## config.mk

```make
export PLATFORM = sky130hd
export DESIGN_NAME = bus_arbiter_nx1
export DESIGN_NICKNAME = d
export VERILOG_FILES = /design/src/rtl/bus_arbiter_nx1.sv
export SDC_FILE = /design/constraint.sdc
export NUM_CORES = 1
export LEC_CHECK = 0
export ABC_AREA = 1
export CAP_MARGIN = 10
export CORE_AREA = 3 3 201 203
export DETAILED_ROUTE_END_ITERATION = 8
export DIE_AREA = 0 0 204 206
export DONT_BUFFER_PORTS = 1
export SLEW_MARGIN = 20
export SYNTH_ARGS = -nofsm -noshare
export SYNTH_HDL_FRONTEND = slang
export SYNTH_SLANG_ARGS = --single-unit
```

## constraint.sdc

```tcl
create_clock -name i_clk -period 6.4 [get_ports i_clk]
set_clock_uncertainty 0.1 [all_clocks]
set_input_delay 1.6 -clock i_clk [delete_from_list [all_inputs] [get_ports i_clk]]
set_output_delay 1.6 -clock i_clk [all_outputs]
set_load 0.02 [all_outputs]
```

## src/rtl/bus_arbiter_nx1.sv

```systemverilog
// bus_arbiter_nx1: N-master to 1-slave round-robin bus arbiter
// holds each grant until the slave acks, with an optional hung-transfer timeout
module bus_arbiter_nx1 #(
  parameter int N_MASTERS = 4,
  parameter int DATA_W    = 32,
  parameter int ADDR_W    = 32,
  parameter int TIMEOUT   = 0
) (
  input  logic                        i_clk,
  input  logic                        i_rst,
  input  logic [N_MASTERS-1:0]        i_bus_en,
  input  logic [N_MASTERS-1:0]        i_wr_rd,
  input  logic [N_MASTERS*DATA_W-1:0] i_wr_data,
  input  logic [N_MASTERS*ADDR_W-1:0] i_addr,
  input  logic [N_MASTERS*3-1:0]      i_size,
  output logic [N_MASTERS-1:0]        o_ack,
  output logic [N_MASTERS-1:0]        o_err,
  output logic [N_MASTERS*DATA_W-1:0] o_rd_data,
  input  logic                        i_ack,
  input  logic [DATA_W-1:0]           i_rd_data,
  output logic                        o_bus_en,
  output logic                        o_wr_rd,
  output logic [DATA_W-1:0]           o_wr_data,
  output logic [ADDR_W-1:0]           o_addr,
  output logic [2:0]                  o_size,
  output logic [N_MASTERS-1:0]        o_grant,
  output logic                        o_busy
);
  localparam int IDX_W = $clog2(N_MASTERS);
  localparam int TMO_W = TIMEOUT > 0 ? $clog2(TIMEOUT + 1) : 1;

  typedef enum logic {IDLE, BUSY} state_t;

  state_t           state, state_n;
  logic [IDX_W-1:0] gnt_idx, gnt_n, ptr, ptr_n, winner, cand, gnt_inc;
  logic [TMO_W-1:0] tmo_cnt, tmo_n;
  logic             busy, tmo_hit, done;

  // scan downwards so the request closest to ptr is the last one to win
  always_comb begin
    winner = '0;
    cand   = '0;
    for (int k = N_MASTERS - 1; k >= 0; k--) begin
      cand = IDX_W'((int'(ptr) + k) % N_MASTERS);
      if (i_bus_en[cand]) winner = cand;
    end
  end

  // outputs are forced idle while reset is held, even mid-transfer
  assign busy    = (state == BUSY) && !i_rst;
  assign tmo_hit = (TIMEOUT != 0) && (tmo_cnt == TMO_W'(TIMEOUT - 1));
  assign done    = i_ack || tmo_hit;
  assign gnt_inc = (gnt_idx == IDX_W'(N_MASTERS - 1)) ? '0 : gnt_idx + 1'b1;

  always_comb begin
    state_n = state;
    gnt_n   = gnt_idx;
    ptr_n   = ptr;
    tmo_n   = tmo_cnt + 1'b1;
    if (state == IDLE) begin
      tmo_n   = '0;
      state_n = |i_bus_en ? BUSY : IDLE;
      gnt_n   = |i_bus_en ? winner : gnt_idx;
    end else if (done) begin
      state_n = IDLE;
      ptr_n   = gnt_inc;
    end else if (!i_bus_en[gnt_idx]) begin
      state_n = IDLE;
    end
  end

  always_ff @(posedge i_clk) begin
    if (i_rst) begin
      state   <= IDLE;
      gnt_idx <= '0;
      ptr     <= '0;
      tmo_cnt <= '0;
    end else begin
      state   <= state_n;
      gnt_idx <= gnt_n;
      ptr     <= ptr_n;
      tmo_cnt <= tmo_n;
    end
  end

  always_comb begin
    o_bus_en  = busy && i_bus_en[gnt_idx];
    o_wr_rd   = busy && i_wr_rd[gnt_idx];
    o_wr_data = busy ? i_wr_data[gnt_idx*DATA_W +: DATA_W] : '0;
    o_addr    = busy ? i_addr[gnt_idx*ADDR_W +: ADDR_W] : '0;
    o_size    = busy ? i_size[gnt_idx*3 +: 3] : '0;
    o_grant   = '0;
    o_ack     = '0;
    o_err     = '0;
    o_rd_data = '0;
    if (busy) begin
      o_grant[gnt_idx]                      = 1'b1;
      o_ack[gnt_idx]                        = done;
      o_err[gnt_idx]                        = tmo_hit && !i_ack;
      o_rd_data[gnt_idx*DATA_W +: DATA_W]   = i_rd_data;
    end
  end

  assign o_busy = busy;
endmodule

```

==> impl_results.rst, run 1 <==
.. list-table::
   :header-rows: 1

   * - Metric
     - Value
   * - Status
     - complete, no violations
   * - Type of the tightest min-delay check
     - flop to flop
   * - CTS Root Cell
     - sky130_fd_sc_hd__clkbuf_16
   * - Critical path data required time
     - approximately 4700 ps
   * - Number of antenna violations at the first check in global routing
     - 9
   * - Total vias in the final route
     - about 6000
   * - Port buffer count
     - 0
   * - Area of the die
     - roughly 42000 µm²
   * - Overall power consumption
     - 740 µW
   * - Cell accounting for the most synthesized area
     - sky130_fd_sc_hd__nor2_1
   * - Post-synthesis instance area
     - between 3000 and 4000 µm²
   * - Unrepaired setup endpoints after global routing
     - no
   * - Maximum number of pins on one net before global-route repair
     - 83
   * - Kind of end point of the critical path
     - output pin
   * - Worst setup slack after layout
     - between 1000 and 1500 ps
   * - Power per unit of standard cell area
     - ~150 nW/µm²
   * - Commonest cells in the netlist
     - sky130_fd_sc_hd__nor2_1 (342), sky130_fd_sc_hd__o21ai_0 (127), sky130_fd_sc_hd__a21oi_1 (71)
   * - Cts hold-fix bufs
     - 0
   * - Number of synthesized flops with an enable pin
     - 0
   * - Critical R2R Launch
     - gnt_idx[0]
   * - Final #Nets
     - approximately 1200
   * - TritonRoute pass-1 iters
     - 5
   * - Core box area
     - ~39000 µm²
   * - Hold_sp
     - ptr[1]
   * - Num Clock Sinks
     - 5
   * - Sequential-to-total area share from yosys stat
     - 2.52%
   * - Flip-flop and latch count after synthesis
     - 5
   * - Congestion Overflow GR
     - 0
   * - Final RePlAce weighted congestion
     - about 0.98
   * - Startpoint of the most critical setup path
     - i_rst
   * - Post-detailed-route wirelength per cell
     - between 20 and 25 µm
   * - Cts repair resizes
     - 0
   * - Period utilization
     - roughly 80%
   * - Via-to-Cell Ratio
     - ~4.4
   * - Post-route DRC
     - 0
   * - Worst-Skew Late Latency
     - approximately 230 ps
   * - Most frequent cell after synthesis
     - sky130_fd_sc_hd__nor2_1
   * - Share of the synthesized area in the top cell type
     - 32.3%
   * - Bufs on Longest Clock Path
     - 2
   * - Placed wire-length estimate after detailed placement
     - between 20 and 25 mm
   * - Final hold viol count
     - 0
   * - Number of distinct library cells after synthesis
     - 25
   * - CTS tree
     - built
   * - Num CTS Buffers
     - 3
   * - Prevailing post-synth register cell
     - sky130_fd_sc_hd__dfxtp_1
   * - Number of H-tree branching levels
     - 1
   * - Slew at the pin closest to its max-slew limit
     - about 900 ps
   * - Standard cell area after detailed placement
     - approximately 4900 µm²
   * - Antenna viol nets, final
     - 0
   * - Total wirelength of the detailed-routed design
     - 28.8 mm
   * - Post-layout minimum cycle time
     - roughly 5100 ps
   * - Maximum frequency from static timing analysis
     - a little under 0.2 GHz
   * - Placement Rows
     - a little over 70
   * - Synth Area per Inst
     - 4.66 µm²
   * - All-Layer GR Usage
     - a little under an eighth
   * - Worst setup slack before clock tree synthesis
     - approximately 1200 ps
   * - Crit path launch type
     - input pin
   * - Instance count of the mapped netlist
     - approximately 850
   * - Cell types with the largest area share after synthesis
     - sky130_fd_sc_hd__nor2_1 (32%), sky130_fd_sc_hd__o21ai_0 (16%), sky130_fd_sc_hd__a21oi_1 (8.9%)
   * - Clock-pin slew reported for the worst setup and hold paths after clock tree synthesis
     - 40 ps
   * - Final design area excluding fillers
     - roughly 5000 µm²
   * - Die extent in y
     - ~200 µm
   * - 1st-iter DRT viols
     - approximately 430
   * - Post-layout util
     - 13.0%
   * - Initial Util
     - around 10%
   * - Synth async-reset ratio
     - 0%
   * - Die Span X
     - 204 µm
   * - Total leakage power
     - approximately 0.0019 µW
   * - Final number of setup-violating endpoints
     - 0
   * - Synthesis-to-finish area growth
     - 26.0%
   * - Total number of yosys warnings
     - 0
   * - Total I/O pin count
     - roughly 520
   * - Wire length of the first global-routing pass
     - between 30 and 40 mm
   * - Worst max-slew margin expressed relative to the limit
     - approximately two fifths
   * - Largest driver fanout on the critical path
     - 32
   * - Number of max-cap violations
     - 0
   * - Worst vdd rail ir drop
     - around 0.075 mV
   * - Class of the most critical setup path
     - input pin to output pin
   * - Number of global-route vias before repair
     - roughly 5300
   * - Setup TNS
     - 0 ps
   * - Share of final-layout standard cells stronger than drive strength 1
     - between 10% and 20%
   * - Number of buffers added for setup after CTS
     - 0
   * - Endpoint arrival time on the critical path
     - approximately 3400 ps
   * - Final max-slew violation count
     - 0
## registers in the layout (all words and copies together) (netlist names)
name	count
gnt_idx	2
ptr	2
state	1
## layout make-up
class	count	area, µm²
sequential	5	108
inverter	53	208
tap	518	648
multi-input combinational	713	3220
clock buffer	3	75.1
antenna	7	17.5
clock inverter	1	5.00
timing repair buffer	97	728
fill	4548	33600
## cells in the final DEF (no fill, tap or decap)
master and count:
sky130_fd_sc_hd__nand3_1 41, sky130_fd_sc_hd__clkbuf_16 3, sky130_fd_sc_hd__a211oi_1 3, sky130_fd_sc_hd__dfxtp_1 3, sky130_fd_sc_hd__inv_4 3, sky130_fd_sc_hd__a21oi_2 1, sky130_fd_sc_hd__conb_1 4, sky130_fd_sc_hd__dfxtp_4 2
sky130_fd_sc_hd__o21ai_0 127, sky130_fd_sc_hd__o21ai_1 12, sky130_fd_sc_hd__a41oi_1 1, sky130_fd_sc_hd__a21oi_1 71, sky130_fd_sc_hd__nand2_1 32, sky130_fd_sc_hd__nor4_2 1, sky130_fd_sc_hd__inv_1 49, sky130_fd_sc_hd__diode_2 7
sky130_fd_sc_hd__buf_4 96, sky130_fd_sc_hd__ha_1 5, sky130_fd_sc_hd__nand2_2 4, sky130_fd_sc_hd__nor3_1 34, sky130_fd_sc_hd__clkbuf_4 1, sky130_fd_sc_hd__nor2_1 342, sky130_fd_sc_hd__clkinv_2 2, sky130_fd_sc_hd__nor2_4 3
sky130_fd_sc_hd__nor3_2 1, sky130_fd_sc_hd__nor4_1 31
## worst paths after layout
check        depth (start not counted)       endpoint  slack [ps]
min                                  2         ptr[1]         550
max reg2reg                          6          state        3530
max                                  6  o_rd_data[32]        1260
min reg2reg                          2         ptr[1]         550
## through the flow
step / hold slack (ps) / std cells
after CTS: 535 / 1390
after floorplan: 416 / 857
after global placement: 517 / 1386
after detailed placement: 528 / 1386
after global routing: 595 / 1397
final: 551 / 1397
## critical path, stage by stage
cell and delay, ps:
sky130_fd_sc_hd__nor2_4 260, sky130_fd_sc_hd__inv_4 190, sky130_fd_sc_hd__nor2_4 270, sky130_fd_sc_hd__nand2_2 480
sky130_fd_sc_hd__nor2_1 400, sky130_fd_sc_hd__buf_4 210
## metal layers
layer  up-vias  global-route usage [%]  wire (µm)
met1      2790                    13.8      11200
met2       444                    21.6      14100
li1       2833                       -          -
met5         -                       0         13
met4         2                    5.65       1320
met3        50                    1.48       2080
## report_power, final
part | internal (µW) | switching, µW
registers | 35.5 | 14.2
logic | 133 | 453
clock network | 81.8 | 22.5
## cell families after synthesis
group	Yosys count	synth area share [%]
other	1	0.0942
buffers and inverters	139	17.0
AO/OA/AOI/OAI	215	27.4
adder cells (fa/ha/maj)	5	1.57
flip-flops	5	2.52
AND/OR/NAND/NOR	489	51.4
Power figures use the tool's default switching activity.
==> run 2: changes to the inputs <==
Clock period 6.4 ns to 4.6 ns, I/O delays scaled along.
==> run 2 against run 1 <==
Critical path depth did not move. Cell count rose by 6.4%. Worst hold slack got worse by 29 ps. Setup slack got worse by 940 ps. Sequential share of layout area fell by 0.25 points. Core utilization rose by 1.7 points.
==> impl_results.rst, run 2 (same netlist as run 1, synthesis figures left out) <==
.. list-table::
   :header-rows: 1

   * - Metric
     - Value
   * - Total I/O pin count
     - 521 (unchanged)
   * - Initial Util
     - 10.3% (unchanged)
   * - Cts hold-fix bufs
     - 0 (unchanged)
   * - Largest driver fanout on the critical path
     - 36 (+13%)
   * - Critical path data required time
     - 3350 ps (-1350 ps)
   * - Synthesis-to-finish area growth
     - 42.6%
   * - Highest-count cells in the layout ignoring fill and taps
     - sky130_fd_sc_hd__nor2_1 (342), sky130_fd_sc_hd__buf_4 (181), sky130_fd_sc_hd__o21ai_0 (127), sky130_fd_sc_hd__a21oi_1 (71), sky130_fd_sc_hd__inv_1 (49)
   * - Post-route DRC
     - 0 (unchanged)
   * - Number of antenna violations at the first check in global routing
     - 10 (+1)
   * - Post-layout minimum cycle time
     - 4280 ps
   * - Antenna viol nets, final
     - 0 (unchanged)
   * - Reg2Reg Setup Slack
     - 2480 ps (-1050 ps)
   * - Maximum number of pins on one net before global-route repair
     - 175 (+110%)
   * - Num Clock Sinks
     - 5 (unchanged)
   * - Number of global-route vias before repair
     - 5499 (+4.4%)
   * - Final hold viol count
     - 0 (unchanged)
   * - Worst hold slack after final layout
     - 522 ps (-28.9 ps)
   * - Final RePlAce weighted congestion
     - 0.944 (-4.0%)
   * - All-Layer GR Usage
     - 11.7% (-0.21 points)
   * - Placed wire-length estimate after detailed placement
     - 23.5 mm (+0.51%)
   * - Worst-Skew Late Latency
     - 220 ps (about the same)
   * - Die extent in y
     - 206 µm (unchanged)
   * - Clock-pin slew reported for the worst setup and hold paths after clock tree synthesis
     - 30 ps (about the same)
   * - Unrepaired setup endpoints after global routing
     - no
   * - CTS Root Cell
     - sky130_fd_sc_hd__clkbuf_16
   * - Final #Nets
     - 1275 (+7.2%)
   * - Number of buffers added for setup after CTS
     - 0 (unchanged)
   * - Type of the tightest min-delay check
     - flop to flop
   * - 1st-iter DRT viols
     - 489 (+13%)
   * - Top flop regs
     - gnt_idx (2), ptr (2), state (1)
   * - Slew at the pin closest to its max-slew limit
     - 903 ps (+2.53 ps)
   * - Congestion Overflow GR
     - 0 (unchanged)
   * - Total vias in the final route
     - 6377 (+4.2%)
   * - Placement Rows
     - 72 (unchanged)
   * - Setup TNS
     - 0 ps (unchanged)
   * - Number of max-cap violations
     - 0 (unchanged)
   * - Kind of end point of the critical path
     - output pin
   * - Num CTS Buffers
     - 3 (unchanged)
   * - Bufs on Longest Clock Path
     - 2 (unchanged)
   * - Footprint of the multi-input gates
     - 3220 µm² (about the same)
   * - Post-detailed-route wirelength per cell
     - 19.0 µm (-8.0%)
   * - Area of the die
     - 42000 µm² (unchanged)
   * - Maximum frequency from static timing analysis
     - approximately 0.23 GHz
   * - Wire length of the first global-routing pass
     - 36.5 mm (+0.32%)
   * - Port buffer count
     - 0 (unchanged)
   * - Most frequent standard cell in the layout excluding fill and tap cells
     - sky130_fd_sc_hd__nor2_1
   * - Core box area
     - 38600 µm² (unchanged)
   * - Total wirelength of the detailed-routed design
     - 28.2 mm (-2.1%)
   * - Cts repair resizes
     - 0 (unchanged)
   * - Class of the most critical setup path
     - input pin to output pin
   * - Final number of setup-violating endpoints
     - 0 (unchanged)
   * - Power per unit of standard cell area
     - 188 nW/µm² (+27%)
   * - Via-to-Cell Ratio
     - 4.29 (-2.0%)
   * - Period utilization
     - slightly above 90%
   * - Worst max-slew margin expressed relative to the limit
     - 39.7% (-0.31 points)
   * - Share of final-layout standard cells stronger than drive strength 1
     - 21.0% (+7.6 points)
   * - Final max-slew violation count
     - 0 (unchanged)
   * - TritonRoute pass-1 iters
     - 4 (-1)
   * - Worst vdd rail ir drop
     - 0.102 mV (+35%)
   * - Number of H-tree branching levels
     - 1 (unchanged)
   * - Status
     - complete, no violations
   * - Die Span X
     - 204 µm (unchanged)
   * - Total leakage power
     - 0.00238 µW (+24%)
   * - Area occupied by registers
     - 108 µm² (unchanged)
   * - Filler instances
     - 4506 (-0.92%)
   * - CTS tree
     - built
   * - Crit path launch type
     - input pin
   * - Endpoint arrival time on the critical path
     - 3030 ps (-410 ps)
-- run 2: path summary, 6_finish.rpt --
kind,from,to,cells past startpoint
setup / recovery,i_rst,o_rd_data[49],6
hold / removal,state,ptr[0],2
setup reg to reg,gnt_idx[1],state,7
hold reg to reg,state,ptr[0],2
-- run 2: stage by stage --
stage	cell area (µm²)	setup slack [ps]	util [%]	total power, µW	cells
final	5670	320	14.7	1070	1486
after global routing	5670	211	14.7	1160	1486
after CTS	5650	367	14.6	1070	1476
after detailed placement	5570	372	14.4	922	1472
after global placement	5570	387	14.4	920	1472
after floorplan	3990	1000	-	680	857
-- run 2: cell type report --
class	count	area share, %
clock buffer	4	1.39
sequential	5	1.90
multi-input combinational	713	56.8
timing repair buffer	183	24.4
inverter	53	3.66
antenna	10	0.441
tap	518	11.4
-- run 2: critical path, stage by stage --
cell	delay (ps)
sky130_fd_sc_hd__nor2_4	260
sky130_fd_sc_hd__inv_4	230
sky130_fd_sc_hd__nor2_4	260
sky130_fd_sc_hd__nand2_2	440
sky130_fd_sc_hd__nor2_1	410
sky130_fd_sc_hd__buf_4	210
-- run 2: per-layer routing --
| layer | track usage, % | up-vias | share of wire [%] |
|---|---|---|---|
| met2 | 21.5 | 464 | 50 |
| met1 | 13.3 | 2859 | 37 |
| li1 | - | 3008 | - |
| met3 | 1.46 | 46 | 8.3 |
| met4 | 5.55 | 0 | 4.5 |
| met5 | 0 | - | 0 |
-- run 2: where the power goes --
group	total, µW	internal (µW)	leakage (µW)	switching [µW]
registers	60.6	49.5	0.0000426	11.1
clock network	142	115	0.0000382	27.1
logic	864	231	0.00230	633
total	1070	396	0.00238	671
